==> config.mk <==
export PLATFORM = sky130hd
export DESIGN_NAME = rf_write_arbiter
export DESIGN_NICKNAME = d
export VERILOG_FILES = /design/src/rtl/rf_write_arbiter_pkg.sv /design/src/rtl/rf_wr_fifo.sv /design/src/rtl/rf_write_arbiter.sv
export SDC_FILE = /design/constraint.sdc
export NUM_CORES = 1
export LEC_CHECK = 0
export BUFFER_PORTS_ARGS = -buffer_cell sky130_fd_sc_hd__buf_2
export CAP_MARGIN = 25
export CORE_MARGIN = 2
export CORE_UTILIZATION = 45
export CTS_CLUSTER_SIZE = 40
export DETAILED_ROUTE_END_ITERATION = 12
export GPL_TIMING_DRIVEN = 1
export HOLD_SLACK_MARGIN = 0.02
export PLACE_DENSITY = 0.74
export SLEW_MARGIN = 5
export SYNTH_ARGS = -nofsm -noshare
export SYNTH_HDL_FRONTEND = slang
export SYNTH_SLANG_ARGS = --single-unit
export TNS_END_PERCENT = 100
==> constraint.sdc <==
create_clock -name clk -period 2.3 [get_ports clk]
set_input_delay 0 -clock clk [delete_from_list [all_inputs] [get_ports clk]]
set_output_delay 0 -clock clk [all_outputs]
set_load 0.005 [all_outputs]
==> src/rtl/rf_write_arbiter_pkg.sv <==
// Shared types and constants for the register-file write-port arbiter.
package rf_write_arbiter_pkg;

  localparam int RF_ADDR_W = 5;
  localparam int RF_NREGS  = 32;
  localparam int RF_XLEN   = 32;

  typedef struct packed {
    logic [RF_ADDR_W-1:0] rd;
    logic [RF_XLEN-1:0]   data;
  } rf_wr_req_t;

endpackage

==> src/rtl/rf_wr_fifo.sv <==
// Circular buffer of pending side writes; exposes per-entry valid/rd taps for the busy vector.
module rf_wr_fifo
  import rf_write_arbiter_pkg::*;
#(
  parameter int DEPTH = 2
) (
  input  logic                                  clk,
  input  logic                                  rst_n,
  input  logic                                  push,
  input  rf_wr_req_t                            push_req,
  input  logic                                  pop,
  output rf_wr_req_t                            head,
  output logic [$clog2(DEPTH+1)-1:0]            count,
  output logic [DEPTH-1:0]                      entry_valid,
  output logic [DEPTH-1:0][RF_ADDR_W-1:0]       entry_rd
);

  localparam int PTR_W = (DEPTH > 1) ? $clog2(DEPTH) : 1;
  localparam int CNT_W = $clog2(DEPTH + 1);

  rf_wr_req_t       mem [DEPTH];
  logic [PTR_W-1:0] wr_ptr;
  logic [PTR_W-1:0] rd_ptr;

  function automatic logic [PTR_W-1:0] ptr_inc(input logic [PTR_W-1:0] p);
    return (p == PTR_W'(DEPTH - 1)) ? '0 : p + PTR_W'(1);
  endfunction

  // The caller never pops when empty nor pushes when full, so push and pop
  // never target the same slot in one cycle.
  always_ff @(posedge clk or negedge rst_n) begin
    if (!rst_n) begin
      wr_ptr      <= '0;
      rd_ptr      <= '0;
      count       <= '0;
      entry_valid <= '0;
    end else begin
      if (push) begin
        entry_valid[wr_ptr] <= 1'b1;
        wr_ptr              <= ptr_inc(wr_ptr);
      end
      if (pop) begin
        entry_valid[rd_ptr] <= 1'b0;
        rd_ptr              <= ptr_inc(rd_ptr);
      end
      case ({push, pop})
        2'b10:   count <= count + CNT_W'(1);
        2'b01:   count <= count - CNT_W'(1);
        default: count <= count;
      endcase
    end
  end

  // NOTE: payload storage is deliberately not reset; entry_valid alone decides
  // whether a slot means anything, so the RAM needs no reset fan-out.
  always_ff @(posedge clk) begin
    if (push) mem[wr_ptr] <= push_req;
  end

  assign head = mem[rd_ptr];

  for (genvar i = 0; i < DEPTH; i++) begin : g_tap
    assign entry_rd[i] = mem[i].rd;
  end

endmodule

==> src/rtl/rf_write_arbiter.sv <==
// Shares the regfile write port between WB (always wins) and a queued side requester.
// Optional build macro RF_ARB_BYPASS_EN: side write goes straight to the port when queue empty and WB idle.
module rf_write_arbiter
  import rf_write_arbiter_pkg::*;
#(
  parameter int DEPTH        = 2,
  parameter int STARVE_LIMIT = 4,
  parameter int XLEN         = RF_XLEN
) (
  input  logic                       clk,
  input  logic                       rst_n,
  input  logic                       pipe_we,
  input  logic [RF_ADDR_W-1:0]       pipe_rd,
  input  logic [XLEN-1:0]            pipe_data,
  input  logic                       side_valid,
  output logic                       side_ready,
  input  logic [RF_ADDR_W-1:0]       side_rd,
  input  logic [XLEN-1:0]            side_data,
  output logic                       wb_enable,
  output logic [RF_ADDR_W-1:0]       wb_rd,
  output logic [XLEN-1:0]            reg_write_data,
  output logic [RF_NREGS-1:0]        busy,
  output logic                       stall_req,
  output logic [$clog2(DEPTH+1)-1:0] fifo_count
);

  localparam int CNT_W = $clog2(DEPTH + 1);
  localparam int SC_W  = $clog2(STARVE_LIMIT + 1);

  rf_wr_req_t                      head;
  rf_wr_req_t                      push_req;
  logic [DEPTH-1:0]                entry_valid;
  logic [DEPTH-1:0][RF_ADDR_W-1:0] entry_rd;
  logic                            pipe_act;
  logic                            fifo_empty;
  logic                            side_acc;
  logic                            bypass;
  logic                            push;
  logic                            pop;
  logic                            waiting;
  logic [SC_W-1:0]                 starve_cnt;

  assign pipe_act   = pipe_we && (pipe_rd != '0);
  assign fifo_empty = (fifo_count == '0);
  // Ready comes from the registered count only: a same-cycle pop never frees a slot.
  assign side_ready = (fifo_count != CNT_W'(DEPTH));
  assign side_acc   = side_valid && side_ready && (side_rd != '0);

`ifdef RF_ARB_BYPASS_EN
  assign bypass = side_acc && fifo_empty && !pipe_act;
`else
  assign bypass = 1'b0;
`endif

  assign pop      = !pipe_act && !fifo_empty;
  assign push     = side_acc && !bypass;
  assign waiting  = !fifo_empty && !pop;
  assign push_req = '{rd: side_rd, data: side_data};

  rf_wr_fifo #(.DEPTH(DEPTH)) u_fifo (
    .clk         (clk),
    .rst_n       (rst_n),
    .push        (push),
    .push_req    (push_req),
    .pop         (pop),
    .head        (head),
    .count       (fifo_count),
    .entry_valid (entry_valid),
    .entry_rd    (entry_rd)
  );

  // NOTE: every output of a combinational block is given a default first so
  // no path leaves it unassigned and no latch is inferred.
  always_comb begin
    wb_enable      = 1'b0;
    wb_rd          = '0;
    reg_write_data = '0;
    if (pipe_act) begin
      wb_enable      = 1'b1;
      wb_rd          = pipe_rd;
      reg_write_data = pipe_data;
    end else if (!fifo_empty) begin
      wb_enable      = 1'b1;
      wb_rd          = head.rd;
      reg_write_data = head.data;
    end else if (bypass) begin
      wb_enable      = 1'b1;
      wb_rd          = side_rd;
      reg_write_data = side_data;
    end
  end

  always_comb begin
    busy = '0;
    for (int i = 0; i < DEPTH; i++) begin
      if (entry_valid[i]) busy[entry_rd[i]] = 1'b1;
    end
    busy[0] = 1'b0;
  end

  // Counter saturates at the limit so a long stall cannot wrap it back below threshold.
  always_ff @(posedge clk or negedge rst_n) begin
    if (!rst_n) begin
      starve_cnt <= '0;
      stall_req  <= 1'b0;
    end else begin
      if (!waiting)                                starve_cnt <= '0;
      else if (starve_cnt != SC_W'(STARVE_LIMIT))  starve_cnt <= starve_cnt + SC_W'(1);
      stall_req <= waiting && (int'(starve_cnt) + 1 >= STARVE_LIMIT);
    end
  end

  // The hazard unit must keep WB away from registers with a queued side write.
  a_no_waw: assert property (@(posedge clk) disable iff (!rst_n) !(pipe_we && busy[pipe_rd]));

endmodule

## Yosys cells after proc, flatten, opt, wreduce, memory -nomap -nowiden

Memory sizes are Yosys's and may differ from the RTL's.
Cells that the tools add are included.

| operators by class | value |
|---|---|
| $add $sub $neg | 6 |
| magnitude comparators | 9 |
| equal/unequal tests | 5 |
| multiplexer cells | 25 |
| bitwise gates (word level) | 4 |
| reduce and logical (&&, ||, !) cells | 17 |

Operators with widths:

| operator | number |
|---|---|
| two-way mux 32 bit | 4 |
| OR 32 bit | 1 |
| less-than comparator 5 x 6 -> 1 bit, second input constant | 2 |
| demux 1 bit (select 5 bit) | 2 |
| >= comparator 5 x 1 -> 1 bit, second input constant | 2 |
| logical AND 1 bit | 10 |
| two-way mux 1 bit | 10 |
| two-way mux 5 bit | 2 |
| nonzero test 5 bit | 2 |
| two-way mux 3 bit | 2 |
| adder 3 x 1 -> 4 bit, second input constant | 1 |
| >= comparator 4 x 3 -> 1 bit, second input constant | 1 |
| less-than comparator 1 x 2 -> 1 bit, second input constant | 2 |
| two-way mux 2 bit | 2 |
| one-hot mux 2 bit (2 select lines) | 1 |
| adder 3 x 1 -> 3 bit, second input constant | 1 |
| zero test 1 bit | 3 |
| inequality test 3 bit, second input constant | 1 |
| adder 1 bit, second input constant | 2 |
| adder 2 x 1 -> 2 bit, second input constant | 1 |
| AND 2 bit | 1 |
| demux 1 bit (select 1 bit) | 2 |
| equality test 2 x 1 -> 1 bit, second input constant | 1 |
| equality test 2 bit, second input constant | 1 |
| other kinds (8) | 9 |

| word-level totals | value |
|---|---|
| register bits after elaboration | 10 |
| memory bits (writable) | 74 |
| input bits | 78 |
| output and inout port bits | 74 |
| word-level logic and storage cells | 73 |
| memories kept | 1 |

Memory list:

| name | words | bits a word | read ports | clocked after Yosys merged registers in | write ports | line | text |
|---|---|---|---|---|---|---|---|
| u_fifo.mem | 2 | 37 | 3 | 0 | 1 | rf_wr_fifo.sv:21 | `rf_wr_req_t mem [DEPTH];` |

## Logic depth before layout (Yosys ltp)

Gate-level depths: netlist of the first run.

| logic depth | value |
|---|---|
| word-level depth | 8 |
| gate-level depth with buffers | 7 |
| depth with buffers taken out | 6 |

## Hierarchy

From an unflattened synthesis of the first run, not the netlist that was laid out.

| second synthesis, totals | value |
|---|---|
| cell total of the unflattened synthesis | 285 |
| area, all modules | 4,110.2 µm² |

Modules (own cells, without submodules):

| module | times used | cells each | area an instance (µm²) | sequential area each (µm²) |
|---|---|---|---|---|
| rf_wr_fifo | 1 | 145 | 3,006.6 | 2,372.3 |
| rf_write_arbiter | 1 | 140 | 1,103.6 | 100.1 |

## Worst setup path after synthesis of the first run

OpenSTA, ideal clock, no wires.

| timing | value |
|---|---|
| kind | reg2reg |
| start point | register u_fifo.count[0] |
| end point | memory u_fifo.mem[0][0] (netlist bit) (enable) |
| setup time | 0.398 ns |
| arrival time | 1.633 ns |
| required time | 1.902 ns |
| setup slack | 0.270 ns |
| cell stages (with the launch flop) | 3 |
| buffers on the path | 0 |
| period minus slack after synthesis | 2.030 ns |
| cells stage by stage | dfrtp_1 nand2b_1 o2111a_1 |

| between the ends | value |
|---|---|
| word-level cells in the longest chain between the ends | 5 |

Ends and longest elaborated chain:

| what | line | text |
|---|---|---|
| start, declared | rf_wr_fifo.sv:13 | `output logic [$clog2(DEPTH+1)-1:0] count,` |
| start signal, assigned | rf_wr_fifo.sv:47 | `2'b10: count <= count + CNT_W'(1);` |
| start signal, assigned | rf_wr_fifo.sv:48 | `2'b01: count <= count - CNT_W'(1);` |
| start signal, assigned | rf_wr_fifo.sv:49 | `default: count <= count;` |
| inequality test 2 bit | rf_write_arbiter.sv:46 | `assign side_ready = (fifo_count != CNT_W'(DEPTH));` |
| named net side_ready | rf_write_arbiter.sv:16 | `output logic side_ready,` |
| logical AND 1 bit (2 in series) | rf_write_arbiter.sv:47 | `assign side_acc = side_valid && side_ready && (side_rd != '0);` |
| two-way mux 1 bit | rf_wr_fifo.sv:57 | `if (push) mem[wr_ptr] <= push_req;` |
| two-way mux 1 bit (implied by the code) | rf_wr_fifo.sv:57 |  |
| end, declared | rf_wr_fifo.sv:21 |  |

The timed path passes the listed nets, and every way through them passes these cells.

## Worst setup path in the final report of the first run

| timing | value |
|---|---|
| start point | input port side_rd[1] |
| end point | memory u_fifo.mem[1][7] (netlist bit) (enable) |

| between the ends | value |
|---|---|
| word-level cells in the longest chain between the ends | 4 |

Ends and longest elaborated chain:

| what | line | text |
|---|---|---|
| start, declared | rf_write_arbiter.sv:17 | `input logic [RF_ADDR_W-1:0] side_rd,` |
| nonzero test 5 bit | rf_write_arbiter.sv:47 |  |
| logical AND 1 bit | rf_write_arbiter.sv:47 |  |
| two-way mux 1 bit | rf_wr_fifo.sv:57 |  |
| two-way mux 1 bit (implied by the code) | rf_wr_fifo.sv:57 |  |

No other way between the ends.

==> summary.md, run 1 <==
| Metric | Value |
|---|---|
| Max Buffers Root-to-Sink | 2 |
| Clock Skew | 0.0107 ns |
| DR iter-0 viols | 135 |
| Clock network power share | 21.7% |
| Htree depth | 3 |
| Antenna viol nets, final | 0 |
| Total wire length | 9760 um |
| Synth area leader | edfxtp_1 |
| Worst EP arrival | 2.08 ns |
| Largest net degree at the start of global routing | 42 |
| Final Worst Setup Slack | 0.324 ns |
| Total gr overflow | 0 |
| Yosys warning count | 0 |
| Placer congestion estimate | 0.948 |
| Die Area | 9990 um2 |
| Critical R2R Launch | u_fifo.count[0] |
| CTS tree | done |
| FP Rows | 35 |
| Chip width | 100 um |
| Hold WC Path Type | input pin to async pin |
| Max-Cap Viols | 0 |
| Slowest stage cell, crit path | or4_1 |
| Setup Buffers After CTS | 0 |
| Core footprint | 9060 um2 |
| CP Launch Type | input pin |
| Delay-heaviest family, CP | buffers and inverters |
| Reg-to-reg setup timing slack | 0.48 ns |
| Setup violators final | 0 |
| Yosys top cell area share | 53.6% |
| Finished Core Util | 62.5% |
| Worst VDD drop | 0.523 mV |
| Layout cell share with drive strength beyond 1 | 42.8% |
| Leakage power | 2.41 nW |
| Synthesized flop and latch total | 84 |
| Wire length per cell | 15.9 um |
| Number of synthesized flops with an enable pin | 74 |
| All-Layer GR Usage | 19.9% |
| First-pass DRT Iterations | 4 |
| Final Cycle Share | 85.9% |
| Slowest stage delay, CP | 0.57 ns |
| Setup tns final | 0 ns |
| Inserted Clock Buffers | 9 |
| Cells on worst reg2reg path | 4 |
| Main synth FF type | edfxtp_1 |
| Synth area leaders | edfxtp_1, mux2_2, mux2i_1 |
| Worst r2r dst | u_fifo.mem[1][7] |
| Clock sink count | 84 |
| Slew @ Worst Pin | 0.625 ns |
| Post-cts resize count | 0 |
| Area of the mapped netlist | 4140 um2 |
| Hold Violations, Final | 0 |
| CP startpoint | side_rd[1] |
| Worst slack, placed | 0.450 ns |
| Syn Nets | 389 |
| Combinational share of power | 37.2% |
| Clk Latency, worst-skew pair | 0.34 ns |
| Total stage count of the critical path | 6 |
| FMAX | 0.506 GHz |
| Sequential area share after synthesis | 59.7% |
| Syn Inst Count | 308 |
| Yosys cell types | 38 |
| Clock transition at the registers of the reported paths | 0.08 ns |
| Setup crit end kind | register |
| First-pass GRT wire length | 15600 um |
| PortBufs | 150 |
| Slew Limit Headroom | 57.9% |
| Crit path kind | input pin to register |
| Required @ worst endpoint | 2.40 ns |
| Critical Path End | u_fifo.mem[1][7] |
| DP Area | 5030 um2 |
| Status | completed |
| Vias/cell | 5.34 |
| # IOs | 152 |
| Layout Nets | 578 |
| Asr flop ratio synth | 11.9% |
| Pwr per Cell Area | 1010 nW/um2 |
| Synthesized area per cell | 13.5 um2 |
| Initial antenna violation count | 0 |
| Design area | 5660 um2 |
| Int Power | 3.84 mW |
| Vias | 3276 |
| Switching share of power | 32.7% |
| Dpl hpwl | 6610 um |
| Number of global-route vias before repair | 3202 |
| Crit-path cells | dlygate4sd3_1 -> buf_2 -> or4_1 -> o2111ai_1 -> inv_1 -> buf_12 |
| Area grow syn2layout | 36.7% |
| Effective utilization at floorplan | 45.7% |
| RSZ-0062 raised after global routing | no |
| Fin. max-slew vios | 0 |
| Die Y | 100 um |
| Worst Path Max Fanout | 27 |
| Net Switching | 1.86 mW |
| Post-CTS Hold Buffers | 39 |
| Buffers & Inverters on Critical Path | 4 |
| DR DRC count | 0 |
| Sequential Power Share | 41.1% |
| N_diodes | 0 |
| Root buffer cell | clkbuf_8 |
| Period minus WS final | 1.98 ns |
==> per-stage QoR <==
step	power [mW]	cells	hold slack (ns)
2_1_floorplan	3.66	308	-0.296
3_3_place_gp	4.40	558	-0.125
3_5_place_dp	4.46	558	-0.123
4_1_cts	5.75	613	0.0295
5_1_grt	6.08	613	0.0397
6_report	5.71	613	0.0318
==> logic make-up (layout without fill, tap and decap cells) <==
group | count (synthesis) | after routing | share of synthesized area, %
AOI/OAI and AO/OA | 46 | 46 | 8.16
xor gates and xnor gates | 6 | 6 | 1.27
adders and majority gates | 3 | 3 | 0.906
buffers and inverters | 23 | 217 | 2.84
DFF | 84 | 84 | 59.7
muxes | 70 | 70 | 17.9
other | 1 | 1 | 0.0905
and+or+nand+nor | 75 | 75 | 9.12
==> metal layers <==
layer | share of wire (%) | wire length (um) | track usage, % | up-vias
met5 | 0 | 0 | 0 | -
met4 | 1.2 | 119 | 7.38 | 0
met3 | 6.1 | 598 | 3.27 | 12
met2 | 52 | 5030 | 35.9 | 148
met1 | 41 | 4010 | 24.0 | 1550
li1 | - | - | - | 1566
==> cells in the mapped netlist, types with 4 or more instances <==
cell type and instances:
buf_2 4, nand2_1 8, mux2i_1 36, dfrtp_1 10, inv_1 5, xnor2_1 4, edfxtp_1 74, clkbuf_1 10
nand3_1 4, or3b_2 5, nand3b_1 10, mux2_2 33, nor2_1 38, o22ai_1 31
==> layout by cell type, fill, tap and decap left out, types with 2 or more instances in the layout <==
| cell type | netlist | final |
|---|---|---|
| bufinv_16 | 0 | 3 |
| edfxtp_1 | 74 | 74 |
| nand3b_1 | 10 | 10 |
| nor4_1 | 2 | 2 |
| dlygate4sd3_1 | 0 | 39 |
| o22ai_1 | 31 | 31 |
| mux2i_1 | 36 | 36 |
| inv_1 | 5 | 5 |
| or3b_2 | 5 | 5 |
| mux2_2 | 33 | 33 |
| buf_2 | 4 | 150 |
| xor2_1 | 2 | 2 |
| dfrtp_1 | 10 | 9 |
| ha_1 | 3 | 3 |
| nand3_1 | 4 | 4 |
| buf_12 | 0 | 3 |
| nor2_1 | 38 | 37 |
| a22o_1 | 2 | 2 |
| clkbuf_8 | 0 | 9 |
| o31ai_1 | 3 | 3 |
| buf_4 | 1 | 4 |
| nor3_1 | 2 | 2 |
| or3_1 | 3 | 3 |
| xnor2_1 | 4 | 4 |
| nand2_1 | 8 | 8 |
==> state kept, by name, summed over array words and instances (netlist names) <==
signal              flops
stall_req               1
u_fifo.rd_ptr           1
starve_cnt              3
u_fifo.wr_ptr           1
u_fifo.count            2
u_fifo.mem             74
u_fifo.entry_valid      2
==> worst min-delay path by stage <==
stage | slack [ns] | depth (start not counted) | from | end
6_report | 0.03 | 2 | rst_n | starve_cnt[1]
5_1_grt | 0.04 | 2 | rst_n | starve_cnt[1]
4_1_cts | 0.03 | 2 | rst_n | starve_cnt[1]
3_5_place_dp | -0.12 | 1 | rst_n | starve_cnt[1]
3_3_place_gp | -0.13 | 1 | rst_n | starve_cnt[1]
2_1_floorplan | -0.30 | 0 | rst_n | stall_req
==> area by class of cell <==
class	count	area, um2
Sequential cell	84	2470
Fill cell	709	3400
Clock buffer	10	128
Timing Repair Buffer	196	1230
Clock inverter	6	111
Tap cell	111	139
Multi-Input combinational cell	201	1560
Inverter	5	18.8
==> worst register-to-register path, stage by stage (launching register included) <==
cell and delay [ns]:
dfrtp_1 0.49, nand2b_1 0.21, o2111ai_1 0.17, inv_1 0.39, buf_12 0.26
==> power groups by stage <==
stage / Combinational, mW / Clock [mW] / Sequential [mW]
3_5_place_dp: 2.08 / 0 / 2.37
2_1_floorplan: 1.41 / 0 / 2.25
5_1_grt: 2.36 / 1.33 / 2.39
3_3_place_gp: 2.05 / 0 / 2.36
4_1_cts: 2.15 / 1.26 / 2.34
6_report: 2.12 / 1.24 / 2.34
(Power assumes the default switching activity.)
==> run 2: changes to the inputs <==
--- a/config.mk
+++ b/config.mk
@@ -14,6 +14,7 @@
 export GPL_TIMING_DRIVEN = 1
 export HOLD_SLACK_MARGIN = 0.02
 export PLACE_DENSITY = 0.74
+export SETUP_SLACK_MARGIN = 0.4
 export SLEW_MARGIN = 5
 export SYNTH_ARGS = -nofsm -noshare
 export SYNTH_HDL_FRONTEND = slang
==> run 2 against run 1 <==
Against the previous run: critical path type unchanged; non-clock buffer count grew 3; cell area shrank 0.84%; critical path depth grew 1; critical endpoint is now u_fifo.count[1].
==> summary.md, run 2 (synthesis results as in run 1) <==
| Metric | Value |
|---|---|
| Inserted Clock Buffers | 9 |
| Max Buffers Root-to-Sink | 2 |
| DR DRC count | 0 |
| Status | completed |
| Worst EP arrival | 2.14 ns |
| Setup tns final | 0 ns |
| Placer congestion estimate | 0.939 |
| Period minus WS final | 1.86 ns |
| Final Cycle Share | 81.0% |
| PortBufs | 150 |
| Clock transition at the registers of the reported paths | 0.08 ns |
| Worst Path Max Fanout | 3 |
| Largest Register | u_fifo.mem |
| Number of global-route vias before repair | 3178 |
| All-Layer GR Usage | 19.5% |
| Vias | 3300 |
| Hold Violations, Final | 0 |
| # fillers | 710 |
| Wire length per cell | 15.7 um |
| # IOs | 152 |
| Htree depth | 3 |
| Most frequent cells in the layout | buf_2, edfxtp_1, dlygate4sd3_1 |
| Core footprint | 9060 um2 |
| Crit path kind | input pin to register |
| Slew @ Worst Pin | 0.542 ns |
| CTS tree | done |
| Max reg flops | 74 |
| FP Rows | 35 |
| Antenna viol nets, final | 0 |
| Commonest non-fill, non-tap cell in the layout | buf_2 |
| Layout cell share with drive strength beyond 1 | 43.8% |
| Setup violators final | 0 |
| Area grow syn2layout | 35.5% |
| DR iter-0 viols | 155 |
| FMAX | 0.536 GHz |
| Leakage power | 2.38 nW |
| First-pass GRT wire length | 15300 um |
| Root buffer cell | clkbuf_8 |
| Chip width | 100 um |
| Effective utilization at floorplan | 45.7% |
| DP Area | 5010 um2 |
| Largest net degree at the start of global routing | 42 |
| Setup crit end kind | register |
| Worst Hold Slack | 0.0547 ns |
| Clk Latency, worst-skew pair | 0.34 ns |
| Pwr per Cell Area | 964 nW/um2 |
| RSZ-0062 raised after global routing | yes |
| Clock sink count | 84 |
| Layout Nets | 581 |
| N_diodes | 0 |
| CP Launch Type | input pin |
| Max-Cap Viols | 0 |
| Design area | 5620 um2 |
| Hold WC Path Type | input pin to async pin |
| Initial antenna violation count | 0 |
| Die Area | 9990 um2 |
| Vias/cell | 5.36 |
| Dpl hpwl | 6440 um |
| Worst VDD drop | 0.522 mV |
| Total gr overflow | 0 |
| Biggest regs | u_fifo.mem: 74 flops, starve_cnt: 3 flops |
| Required @ worst endpoint | 2.58 ns |
| Fin. max-slew vios | 0 |
| Die Y | 100 um |
| Slew Limit Headroom | 63.4% |
| Total wire length | 9660 um |
| First-pass DRT Iterations | 5 |
| Clock Skew | 0.00905 ns |
run 2: cell count changes in the layout (fill, tap and decap cells not counted), moves of 2 or more:
| cell | change |
|---|---|
| clkinvlp_4 | +3 |
| bufinv_16 | -3 |
| buf_4 | +4 |
| buf_12 | -2 |
run 2: final cells by class:
cell class	instances	area, um2	share of cell area, %
multi-input combinational	201	1570	27.9
inverter	5	22.5	0.401
timing repair buffer	199	1240	22.0
clock inverter	7	50.0	0.891
tap	111	139	2.47
sequential	84	2480	44.1
clock buffer	9	124	2.21
run 2: worst max-delay path, cell delays in order:
cell,delay (ns)
dlygate4sd3_1,0.55
buf_2,0.14
or4_1,0.56
o211ai_1,0.30
ha_1,0.30
nor2_1,0.14
xor2_1,0.14
run 2: power by group:
group / switching [mW] / total, mW / internal (mW)
clock network: 0.528 / 0.923 / 0.396
registers: 0.202 / 2.29 / 2.08
logic: 1.16 / 2.21 / 1.05
total: 1.89 / 5.42 / 3.53
run 2: stage by stage:
stage                     power, mW  setup WS [ns]  instances  utilization [%]
after floorplan                3.66          0.424        308                -
after global placement         4.37          0.547        558             55.3
after detailed placement       4.42          0.497        558             55.3
after CTS                      5.44          0.401        614             61.6
after global routing           5.77          0.387        616             61.9
final                          5.42          0.436        616             61.9
run 2: worst paths after layout:
check                                start               to  slack (ns)  depth (start not counted)
setup / recovery                side_rd[0]  u_fifo.count[1]        0.44                          7
hold / removal                       rst_n    starve_cnt[0]        0.05                          2
setup reg to reg           u_fifo.count[0]  u_fifo.count[1]        0.56                          5
hold reg to reg              u_fifo.wr_ptr    u_fifo.wr_ptr        0.53                          1
max in group asynchronous            rst_n    u_fifo.rd_ptr        2.01                          2
min in group clk                pipe_rd[3]    u_fifo.rd_ptr        0.13                          3
run 2: timing repair:
action	CTS	global route
hold endpoints to repair	84	1
pin swaps	0	1
gates cloned	0	0
resized for setup	2	3
endpoints found under the setup margin	31	56
hold buffers	38	1
setup buffers	2	1
run 2: per-layer routing:
metal  track usage [%]  vias up  wire, um  share of wire [%]
met5                 0        -         0                  0
met4              6.53        0        82               0.85
met3              3.34        6       605                6.3
met2              34.5      145      4820                 50
met1              24.4     1578      4150                 43
li1                  -     1571         -                  -
==> run 3: changes to the inputs <==
--- a/config.mk
+++ b/config.mk
@@ -5,6 +5,7 @@
 export SDC_FILE = /design/constraint.sdc
 export NUM_CORES = 1
 export LEC_CHECK = 0
+export ABC_AREA = 1
 export BUFFER_PORTS_ARGS = -buffer_cell sky130_fd_sc_hd__buf_2
 export CAP_MARGIN = 25
 export CORE_MARGIN = 2
==> constraint.sdc (replaced) <==
create_clock -name clk -period 1.75 [get_ports clk]
set_input_delay 0 -clock clk [delete_from_list [all_inputs] [get_ports clk]]
set_output_delay 0 -clock clk [all_outputs]
set_load 0.005 [all_outputs]
==> run 3 against run 2 <==
Against the previous run: cell count is 19% higher; first-iteration DRC count is 79% higher; cell area is 22% higher; routed wire length is 56% higher; via count is 23% higher; core utilization is 16 points higher; combinational power is 120% higher; sequential power is 36% higher; total power is 77% higher; synthesized cell count is 21% higher; sequential cell count stayed put; worst hold slack better by 0.14 ns; critical path type is now register to register; critical endpoint unchanged; largest cell class unchanged.
==> summary.md, run 3 <==
| Metric | Value |
|---|---|
| Largest net degree at the start of global routing | 37 |
| RSZ-0062 raised after global routing | yes |
| Largest Register | u_fifo.mem |
| Die Area | 9810 um2 |
| Slowest stage delay, CP | 0.45 ns |
| Total wire length | 15000 um |
| All-Layer GR Usage | 23.8% |
| Number of global-route vias before repair | 3732 |
| Synthesized area per cell | 10.9 um2 |
| Placer congestion estimate | 0.954 |
| Pwr per Cell Area | 1400 nW/um2 |
| Setup violators final | 0 |
| DP Area | 5020 um2 |
| DR iter-0 viols | 277 |
| Worst VDD drop | 0.867 mV |
| Layout cell share with drive strength beyond 1 | 53.3% |
| Leakage power | 2.90 nW |
| First-pass GRT wire length | 17900 um |
| Crit-path cells | buf_6 -> a21boi_4 -> nand2_2 -> ha_4 -> a21oi_2 -> o21ai_1 -> xnor2_1 |
| Sequential Power Share | 32.6% |
| Reg-to-reg setup timing slack | 0.02 ns |
| Int Power | 6.03 mW |
| Most frequent cell after synthesis | nand2_1 |
| Effective utilization at floorplan | 46.6% |
| First-pass DRT Iterations | 5 |
| Hold WC Path Type | input pin to register |
| Worst Path Max Fanout | 3 |
| # fillers | 482 |
| Total gr overflow | 0 |
| Switching share of power | 37.0% |
| Max Buffers Root-to-Sink | 2 |
| Die Y | 99.0 um |
| Vias | 4065 |
| Max reg flops | 74 |
| Dpl hpwl | 7150 um |
| # IOs | 152 |
| Syn Inst Count | 373 |
| Critical R2R Launch | u_fifo.count[1] |
| Worst slack, placed | 0.145 ns |
| Area of the multi-input gates | 1920 um2 |
| CP startpoint | u_fifo.count[1] |
| Initial antenna violation count | 0 |
| Worst EP arrival | 1.99 ns |
| Finished Core Util | 78.3% |
| Yosys top cell area share | 54.7% |
| Area of the mapped netlist | 4060 um2 |
| Root buffer cell | clkbuf_8 |
| Synth area leaders | edfxtp_1, mux2i_1, nand2_1 |
| Worst Hold Slack | 0.198 ns |
| N_diodes | 0 |
| Setup crit end kind | register |
| Design area | 6830 um2 |
| Yosys warning count | 0 |
| Commonest non-fill, non-tap cell in the layout | buf_2 |
| Core footprint | 8720 um2 |
| FMAX | 0.578 GHz |
| Setup tns final | 0 ns |
| Synthesized flop and latch total | 84 |
| Hold Violations, Final | 0 |
| Period minus WS final | 1.73 ns |
| Clock network power share | 15.8% |
| Vias/cell | 5.53 |
| Synth area leader | edfxtp_1 |
| DR DRC count | 0 |
| Chip width | 99.0 um |
| Fin. max-slew vios | 0 |
| PortBufs | 150 |
| Post-route insts no fill | 735 |
| Biggest regs | u_fifo.mem: 74 flops, starve_cnt: 3 flops |
| Area grow syn2layout | 67.9% |
| Combinational share of power | 51.6% |
| CP Launch Type | register |
| Wire length per cell | 20.5 um |
| Antenna viol nets, final | 0 |
| Htree depth | 3 |
| Synth top cells by count | nand2_1, edfxtp_1, o21ai_0 |
| Clock Skew | 0.0141 ns |
| Required @ worst endpoint | 2.01 ns |
| Sequential area share after synthesis | 60.8% |
| Net Switching | 3.54 mW |
| Register area | 2480 um2 |
| CTS tree | done |
| Min-delay src | side_valid |
| Number of synthesized flops with an enable pin | 74 |
| Syn Nets | 454 |
| Final Worst Setup Slack | 0.0188 ns |
| Crit path kind | register to register |
| Slowest stage cell, crit path | dfrtp_2 |
| Dpl cells | 627 |
| Buffers & Inverters on Critical Path | 1 |
| Most frequent cells in the layout | buf_2, edfxtp_1, nand2_1 |
| Clock sink count | 84 |
| Status | completed |
| Clk Latency, worst-skew pair | 0.37 ns |
| Total power | 9.56 mW |
| Main synth FF type | edfxtp_1 |
| Delay-heaviest family, CP | flip-flops |
| FP Rows | 34 |
| Clock transition at the registers of the reported paths | 0.08 ns |
| Yosys cell types | 28 |
| Max-Cap Viols | 0 |
| Layout Nets | 704 |
| Final Cycle Share | 98.9% |
| Asr flop ratio synth | 11.9% |
| Inserted Clock Buffers | 9 |
## run 3: cell types whose count changed in the layout (fill, tap and decap cells not counted), sizes merged, moves of 6 or more
cell | before | now
mux2 | 34 | 0
buf | 160 | 202
nor3 | 2 | 12
nand2 | 8 | 86
clkbuf | 9 | 18
inv | 6 | 26
a21oi | 1 | 7
nand3 | 4 | 17
nand3b | 10 | 1
o22ai | 31 | 0
o21ai | 0 | 70
nor2 | 38 | 16
## run 3: worst reg2reg max path: stages, from the launching register on
cell and delay, ns:
dfrtp_2 0.45, buf_6 0.14, a21boi_4 0.24, nand2_2 0.13
ha_4 0.25, a21oi_2 0.10, o21ai_1 0.09, xnor2_1 0.23
## run 3: cell type report
| cell class | instances | area share (%) |
|---|---|---|
| clock buffer | 9 | 1.81 |
| clock inverter | 6 | 1.28 |
| inverter | 27 | 1.74 |
| multi-input combinational | 250 | 28.1 |
| sequential | 84 | 36.3 |
| tap | 108 | 1.98 |
| timing repair buffer | 251 | 28.8 |
## run 3: what timing repair did
item | in CTS | in global routing
endpoints found under the hold margin | 84 | 0
gates cloned | 2 | 12
buffers inserted | 22 | 17
resized for setup | 84 | 93
pin swaps | 9 | 27
setup endpoints to repair | 145 | 146
hold buffers | 40 | 0
## run 3: final timing paths
path | end | cells past startpoint
setup / recovery | u_fifo.count[1] | 7
max in group asynchronous | starve_cnt[0] | 4
hold / removal | u_fifo.entry_valid[1] | 6
hold reg to reg | u_fifo.wr_ptr | 2
min in group asynchronous | u_fifo.count[1] | 3
setup reg to reg | u_fifo.count[1] | 7
## run 3: cells by family (layout without fill, tap and decap cells)
family | after synthesis | after routing | share of synthesized area [%]
xor+xnor | 3 | 3 | 0.647
buf+inv | 40 | 293 | 4.71
simple gates | 131 | 132 | 14.2
mux | 32 | 32 | 7.88
compound gates | 79 | 79 | 10.7
other cells | 1 | 1 | 0.0923
fa+ha+maj | 3 | 3 | 0.924
flops | 84 | 84 | 60.8
## run 3: power groups by stage
| stage | Clock, mW | Combinational (mW) | Sequential (mW) |
|---|---|---|---|
| 4_1_cts | 1.47 | 3.43 | 2.98 |
| 3_3_place_gp | 0 | 2.52 | 2.98 |
| 5_1_grt | 1.59 | 5.21 | 3.14 |
| 6_report | 1.51 | 4.94 | 3.12 |
| 2_1_floorplan | 0 | 1.67 | 2.96 |
| 3_5_place_dp | 0 | 2.57 | 3.00 |
## run 3: metal layers
metal	wire length, um	vias up	GRT usage [%]
met1	5130	1922	25.6
met2	8000	257	43.3
met5	0	-	0
li1	-	1818	-
met3	1120	68	5.04
met4	804	0	13.4
